**src/rtl/instr_fetch_rom.sv**
```systemverilog
// rtl/instr_fetch_rom.sv - constant-ROM instruction fetch stage with valid/ready output
// Define FETCH_WRAP_EN to wrap the PC at the top of the ROM instead of halting there.
module instr_fetch_rom #(
    parameter int ADDR_W = 3,
    parameter int IMM_W  = 16,
    localparam int DATA_W = 9 + IMM_W
) (
    input  logic              clk,
    input  logic              rst_n,
    input  logic              enable,
    input  logic              jump_valid,
    input  logic [ADDR_W-1:0] jump_addr,
    input  logic              instr_ready,
    output logic              instr_valid,
    output logic [DATA_W-1:0] instr_data,
    output logic [ADDR_W-1:0] instr_pc,
    output logic              halted
);

    localparam logic [ADDR_W-1:0] LAST_ADDR = '1;

    logic [ADDR_W-1:0] pc;
    logic [DATA_W-1:0] rom_word;
    logic              fetch;

    // Fixed program: load r2 1; load r1 1; add r2 r1; xor r2 r1; mov r7 r1; then NOPs.
    always_comb begin
        rom_word = '0;
        case (pc)
            ADDR_W'(0): rom_word = {3'b000, 3'b010, 3'b000, IMM_W'(1)};
            ADDR_W'(1): rom_word = {3'b000, 3'b001, 3'b000, IMM_W'(1)};
            ADDR_W'(2): rom_word = {3'b010, 3'b010, 3'b001, IMM_W'(0)};
            ADDR_W'(3): rom_word = {3'b011, 3'b010, 3'b001, IMM_W'(0)};
            ADDR_W'(4): rom_word = {3'b001, 3'b111, 3'b001, IMM_W'(0)};
            default:    rom_word = '0;
        endcase
    end

    assign fetch = enable && !halted && !jump_valid && (!instr_valid || instr_ready);

    always_ff @(posedge clk or negedge rst_n) begin
        if (!rst_n) begin
            pc          <= '0;
            instr_valid <= 1'b0;
            instr_data  <= '0;
            instr_pc    <= '0;
        end else if (jump_valid) begin
            // A jump flushes the presented word; instr_data/instr_pc keep their last values.
            pc          <= jump_addr;
            instr_valid <= 1'b0;
        end else if (fetch) begin
            instr_data  <= rom_word;
            instr_pc    <= pc;
            instr_valid <= 1'b1;
`ifdef FETCH_WRAP_EN
            pc          <= pc + ADDR_W'(1);
`else
            if (pc != LAST_ADDR) begin
                pc <= pc + ADDR_W'(1);
            end
`endif
        end else if (instr_valid && instr_ready) begin
            instr_valid <= 1'b0;
        end
    end

`ifdef FETCH_WRAP_EN
    assign halted = 1'b0;
`else
    logic halted_q;

    always_ff @(posedge clk or negedge rst_n) begin
        if (!rst_n) begin
            halted_q <= 1'b0;
        end else if (jump_valid) begin
            halted_q <= 1'b0;
        end else if (fetch && pc == LAST_ADDR) begin
            halted_q <= 1'b1;
        end
    end

    assign halted = halted_q;
`endif

endmodule

```
**config.mk**
```make
export PLATFORM = sky130hd
export DESIGN_NAME = instr_fetch_rom
export DESIGN_NICKNAME = d
export VERILOG_FILES = /design/src/rtl/instr_fetch_rom.sv
export SDC_FILE = /design/constraint.sdc
export NUM_CORES = 1
export LEC_CHECK = 0
export BUFFER_PORTS_ARGS = -buffer_cell sky130_fd_sc_hd__buf_4
export CELL_PAD_IN_SITES_DETAIL_PLACEMENT = 2
export CELL_PAD_IN_SITES_GLOBAL_PLACEMENT = 2
export CORE_ASPECT_RATIO = 2
export CORE_UTILIZATION = 28
export DETAILED_ROUTE_END_ITERATION = 12
export PLACE_DENSITY = 0.8
export SLEW_MARGIN = 20
export SYNTH_ARGS = -nofsm -noshare
export SYNTH_HDL_FRONTEND = slang
export SYNTH_SLANG_ARGS = --single-unit
export TNS_END_PERCENT = 50
```
**constraint.sdc**
```tcl
create_clock -name clk -period 1.91 [get_ports clk]
set_clock_uncertainty 0.05 [all_clocks]
set_input_delay 0.0955 -clock clk [delete_from_list [all_inputs] [get_ports clk]]
set_output_delay 0.0955 -clock clk [all_outputs]
set_load 0.1 [all_outputs]
```
# After elaboration in Yosys (flattened, before gate mapping)

Cells that the tools add are included.

Register bits: 33
Input bits: 8
Output and inout port bits: 30
Word-level logic and storage cells: 38

$add $sub $neg: 1
Eq/ne operators: 6
Mux-type cells: 9
Bitwise operators: 1
Reductions and logical operators: 16

Operators with widths:

| cell                                                            | number |
|---|---|
| 24-bit one-hot mux with 5 select lines                          | 1 |
| 3-bit two-way mux                                               | 3 |
| 3-bit by 2-bit == test with 1-bit output, second input constant | 2 |
| 3-bit == test, second input constant                            | 2 |
| 2-bit nonzero test                                              | 3 |
| 1-bit logical AND                                               | 5 |
| 1-bit two-way mux                                               | 5 |
| 2-bit AND reduction                                             | 2 |
| 3-bit by 1-bit adder with 3-bit output, second input constant   | 1 |
| 3-bit by 1-bit == test with 1-bit output, second input constant | 1 |
| 1-bit logical NOT                                               | 3 |
| 3-bit logical NOT                                               | 1 |
| 3-bit inequality test, second input constant                    | 1 |
| 3-bit nonzero test                                              | 1 |
| 1-bit logical OR                                                | 1 |
| 1-bit inverter                                                  | 1 |

# Longest topological paths before layout

Word-level depth: 7
Gate-level depth with buffers: 5
Depth with buffers taken out: 5

# Worst setup path after synthesis

OpenSTA, ideal clock, no wires.

Path type: register to register
Start point: reg instr_valid
End point: reg instr_data[16]
Setup time: 0.126 ns
Arrival: 1.766 ns
Data required time: 1.734 ns
Slack: -0.032 ns
Stages on the path, launching flop included: 4
Buffers on the path: 0
Period minus slack after synthesis: 1.942 ns
Cells stage by stage: dfrtp_1 nor2b_4 nor3_4 mux2_4

Cells in the longest elaborated chain, start to end: 4

Ends and longest elaborated chain:

| what                                 | RTL line | text |
|---|---|---|
| start: declaration                   | 14       | `output logic instr_valid,` |
| start signal: assignment             | 44       | `instr_valid <= 1'b0;` |
| start signal: assignment             | 50       | `instr_valid <= 1'b0;` |
| start signal: assignment             | 54       | `instr_valid <= 1'b1;` |
| 1-bit logical NOT                    | 39       | `assign fetch = enable && !halted && !jump_valid && (!instr_valid \|\| instr_ready);` |
| 1-bit logical OR                     | 39       |  |
| 1-bit logical AND                    | 39       |  |
| 2-bit AND reduction (no source line) | -        |  |
| end signal: assignment               | 52       | `instr_data <= rom_word;` |
| end: declaration                     | 15       | `output logic [DATA_W-1:0] instr_data,` |

No other way between the ends.
A chain may end at the register's enable or synchronous reset.

# Final worst setup path

Start point: reg pc[1]
End point: reg pc[2]

Cells in the longest elaborated chain, start to end: 4
Elaborated cells on any way between the ends: 7
Classes of those cells: 1 x add/sub; 1 x eq/ne; 3 x mux; 2 x reduce/logical

Ends and longest elaborated chain:

| what                                   | RTL line | text |
|---|---|---|
| start: declaration                     | 22       | `logic [ADDR_W-1:0] pc;` |
| start signal: assignment               | 49       | `pc <= jump_addr;` |
| start signal: assignment               | 59       | `pc <= pc + ADDR_W'(1);` |
| 3-bit by 1-bit adder with 3-bit output | 59       |  |
| 3-bit two-way mux                      | 58       | `if (pc != LAST_ADDR) begin` |
| 3-bit two-way mux                      | 51       | `end else if (fetch) begin` |
| 3-bit two-way mux                      | 47       | `end else if (jump_valid) begin` |

Parallel ways exist; a longest one is shown, timed or not. The select of a mux whose other input is x is not followed.

==> impl_summary.md <==
Floorplanning
In this run the vertical extent of the chip is 85.0 um. Once the floorplan was initialized, standard cells occupied 29.8% of the core. The area of the placeable core is 3230 um^2. The top-level I/O count is 38. The die covers 3690 um^2. In this run the core area contains 29 standard-cell rows. The overall die width is 43.5 um.

Timing
The post-layout minimum cycle time is 1680 ps. The final sum of negative setup slack is 0 ps. The total count of hold-check failures in the final report is 0.

The number of pins exceeding their max-slew limit in the final report was 0. In the finished design, the share of the clock period the worst path needs comes to 87.9%. The final-report setup violation count is 0. Setup repair after global routing left no endpoint under its margin. The peak clock frequency supported by timing is 0.596 GHz.

Yosys
For this run, asynchronously set or reset flops after synthesis account for 100%. The number of enable-type register cells in the synthesized netlist is 0. Of the post-synthesis cell area, the dominant cell type holds 39.0%. The mapped cell area is 963 um^2. By area the synthesized netlist is led by sky130_fd_sc_hd__dfrtp_1 39%, sky130_fd_sc_hd__buf_4 14%, sky130_fd_sc_hd__ha_1 7.8%.

The flop and latch count out of synthesis is 15. The unique cell type count in the Yosys netlist is 26. Sequential elements use 39.0% of the synthesized area.

The number of warnings printed during yosys synthesis is 0. The average cell area after synthesis is 10.6 um^2. The largest total area in the synthesized netlist belongs to sky130_fd_sc_hd__dfrtp_1. Counting every instance in the synthesized netlist gives 91. The main flop type after synthesis is sky130_fd_sc_hd__dfrtp_1.

Detailed routing
The average vias per placed instance is 4.81. The detailed router finished its first iteration with 15 violations. In this run the remaining antenna-violating nets after routing total 0. The first detailed-routing pass took 8 iterations. Wires add up to 2.25 mm.

The detailed-route via count is 693. The remaining routing DRC violations is 4. The average wire per standard cell is 15.6 um.

Power and ir drop
The cell area power density is 1460 nW/um^2. The design draws 0.00163 W. Summed over all cells, the static leakage comes to 0.551 nW.

The maximum vdd ir drop is 0.463 mV.

Clocking
The clock insertion delay at the later pin of the skew report is 240 ps. Clock-pin slew was measured on the worst setup and hold paths at 60 ps. The clock passes through at most 2 buffers. The total clock buffers created by CTS is 3. The tree is rooted in a sky130_fd_sc_hd__clkbuf_8. In this run the number of H-tree levels came out at 1. The CTS tree is yes. CTS saw 15 sinks. The total of cells resized after clock tree synthesis is 0. The post-CTS setup repair buffer count is 0.

Cells and area
The fraction of final layout cells with drive strength greater than 1 is 29.2%. The repair_antennas step left the layout with diodes totalling 0. Summing all non-filler instances in the final layout gives an area of 1120 um^2.

The multi-input combinational cells in the finished layout cover a total of 474 um^2. Registers take 378 um^2. From synthesis to final layout, the design area changed by 16.5%.

The number of filler cells placed in the layout is 370. After the last flow step, the layout net total stands at 128.

Run status
The flow ran to the end, but the final reports show violations. The final reports fail on design-rule violations.

Global routing
Summed over all layers, the global routing overflow is 0. The first global-routing pass estimated 3.58 mm of wire. Global routing used 12.9% of the available tracks. The via count of the first global-routing pass is 727. Entering global routing, the biggest net connects 16 pins. The initial antenna violation count is 0.

Setup path
The critical path in this run is classified as flop to flop. The maximum fanout along the worst path is 6. STA classifies the critical path endpoint as a flop. STA classifies the critical path startpoint as a flop. The startpoint of the most critical register-to-register path is pc[1]$_DFFE_PN0P_. The endpoint required time on the critical path is 2000 ps. The launching instance or port of the critical path is pc[1]$_DFFE_PN0P_.

The signal arrival time at the worst endpoint is 1770 ps.

Place
In this run the cell area measured after placement is 1070 um^2. The count of buffers from port buffering is 19. The placed wire-length estimate after detailed placement is 1.78 mm.

The final weighted congestion of routability-driven global placement is 0.739.

Flow run
Across the run, the number of max-cap violations was 0.

Worst hold path
The critical hold path startpoint is jump_valid. The classification of the worst-slack hold path is primary input to flop.
==> cells in the final DEF (no fill, tap or decap) <==
cell type	count
sky130_fd_sc_hd__a21oi_1	1
sky130_fd_sc_hd__a2bb2oi_1	1
sky130_fd_sc_hd__a31oi_1	9
sky130_fd_sc_hd__a41oi_1	1
sky130_fd_sc_hd__and2b_1	1
sky130_fd_sc_hd__and4_1	1
sky130_fd_sc_hd__buf_4	20
sky130_fd_sc_hd__clkbuf_1	1
sky130_fd_sc_hd__clkbuf_8	3
sky130_fd_sc_hd__clkinv_1	1
sky130_fd_sc_hd__conb_1	18
sky130_fd_sc_hd__dfrtp_1	13
sky130_fd_sc_hd__dfrtp_2	2
sky130_fd_sc_hd__dlygate4sd3_1	1
sky130_fd_sc_hd__ha_1	6
sky130_fd_sc_hd__inv_1	6
sky130_fd_sc_hd__mux2_4	5
sky130_fd_sc_hd__mux2i_1	3
sky130_fd_sc_hd__nand2_1	5
sky130_fd_sc_hd__nand2b_1	1
sky130_fd_sc_hd__nand2b_4	1
sky130_fd_sc_hd__nand4_1	1
sky130_fd_sc_hd__nor2_1	3
sky130_fd_sc_hd__nor2b_4	1
sky130_fd_sc_hd__nor3_4	1
sky130_fd_sc_hd__o21a_1	1
sky130_fd_sc_hd__o21ai_0	3
sky130_fd_sc_hd__o31ai_1	3
==> state kept, by name, indices dropped and copies added (netlist names) <==
name         flops
pc               3
instr_pc         3
instr_data       7
halted           1
instr_valid      1
==> stage by stage <==
| step | hold slack (ps) | std cells | util [%] | worst slack (ps) |
|---|---|---|---|---|
| after floorplan | -250 | 108 | - | 174 |
| after global routing | 31.4 | 144 | 34.8 | 88.4 |
| after CTS | 20.1 | 144 | 34.8 | 230 |
| after detailed placement | -89.0 | 139 | 33.0 | 285 |
| after global placement | -90.2 | 139 | 33.0 | 408 |
| final | 24.7 | 144 | 34.8 | 231 |
==> cells in the mapped netlist, types with 3 or more instances <==
library cell,number
sky130_fd_sc_hd__buf_4,18
sky130_fd_sc_hd__dfrtp_1,15
sky130_fd_sc_hd__a31oi_1,9
sky130_fd_sc_hd__ha_1,6
sky130_fd_sc_hd__inv_1,6
sky130_fd_sc_hd__mux2_4,5
sky130_fd_sc_hd__nand2_1,5
sky130_fd_sc_hd__mux2i_1,3
sky130_fd_sc_hd__nor2_1,3
sky130_fd_sc_hd__o21ai_0,3
sky130_fd_sc_hd__o31ai_1,3
==> logic make-up (layout without fill, tap and decap cells) <==
family,after synthesis,in the layout,synth area share (%)
compound gates,19,19,12.9
mux,8,8,10.9
fa+ha+maj,6,6,7.79
other cells,1,18,0.389
flops,15,15,39.0
simple gates,15,15,10.7
buf+inv,27,32,18.4
==> where the power goes <==
group / internal (W) / switching [W] / leakage (nW)
Combinational: 0.000195 / 0.000745 / 0.349
Clock: 0.000147 / 0.000105 / 0.0228
Sequential: 0.000389 / 0.0000531 / 0.179
Total: 0.000731 / 0.000903 / 0.551
==> repair_timing <==
| action | CTS | global route |
|---|---|---|
| hold buffers | 1 | 0 |
| endpoints found under the setup margin | 0 | 0 |
| endpoints found under the hold margin | 15 | 0 |
==> metal layers <==
layer,global-route usage (%),up-vias,share of wire [%],routed length (um)
met1,13.8,344,36,811
met2,23.7,26,58,1310
li1,-,321,-,-
met5,0,-,0,0
met4,5.97,0,1.0,23
met3,1.91,2,4.5,100
==> worst max-delay path, cell delays in order, from the launching register on <==
cell,delay (ps)
sky130_fd_sc_hd__dfrtp_1,470
sky130_fd_sc_hd__ha_1,310
sky130_fd_sc_hd__ha_1,270
sky130_fd_sc_hd__inv_1,110
sky130_fd_sc_hd__and4_1,170
sky130_fd_sc_hd__o31ai_1,210
==> final timing paths <==
kind | to | slack (ps) | cells after the start
setup / recovery | pc[2]$_DFFE_PN0P_ | 230 | 5
hold / removal | instr_valid$_DFFE_PN0P_ | 20 | 2
setup reg to reg | pc[2]$_DFFE_PN0P_ | 230 | 5
hold reg to reg | instr_data[20]$_DFFE_PN0P_ | 460 | 1
max in group asynchronous | halted$_DFFE_PN0P_ | 1420 | 2
min in group asynchronous | instr_data[20]$_DFFE_PN0P_ | 190 | 2
==> final cells by class <==
| class | instances | share of cell area [%] |
|---|---|---|
| flip-flops and latches | 15 | 33.7 |
| well taps | 31 | 3.46 |
| repair buffers | 21 | 14.3 |
| inverters | 7 | 2.34 |
| multi-input cells | 66 | 42.3 |
| clock buffers | 4 | 4.01 |
No activity file was read; power rests on OpenSTA's default activity.
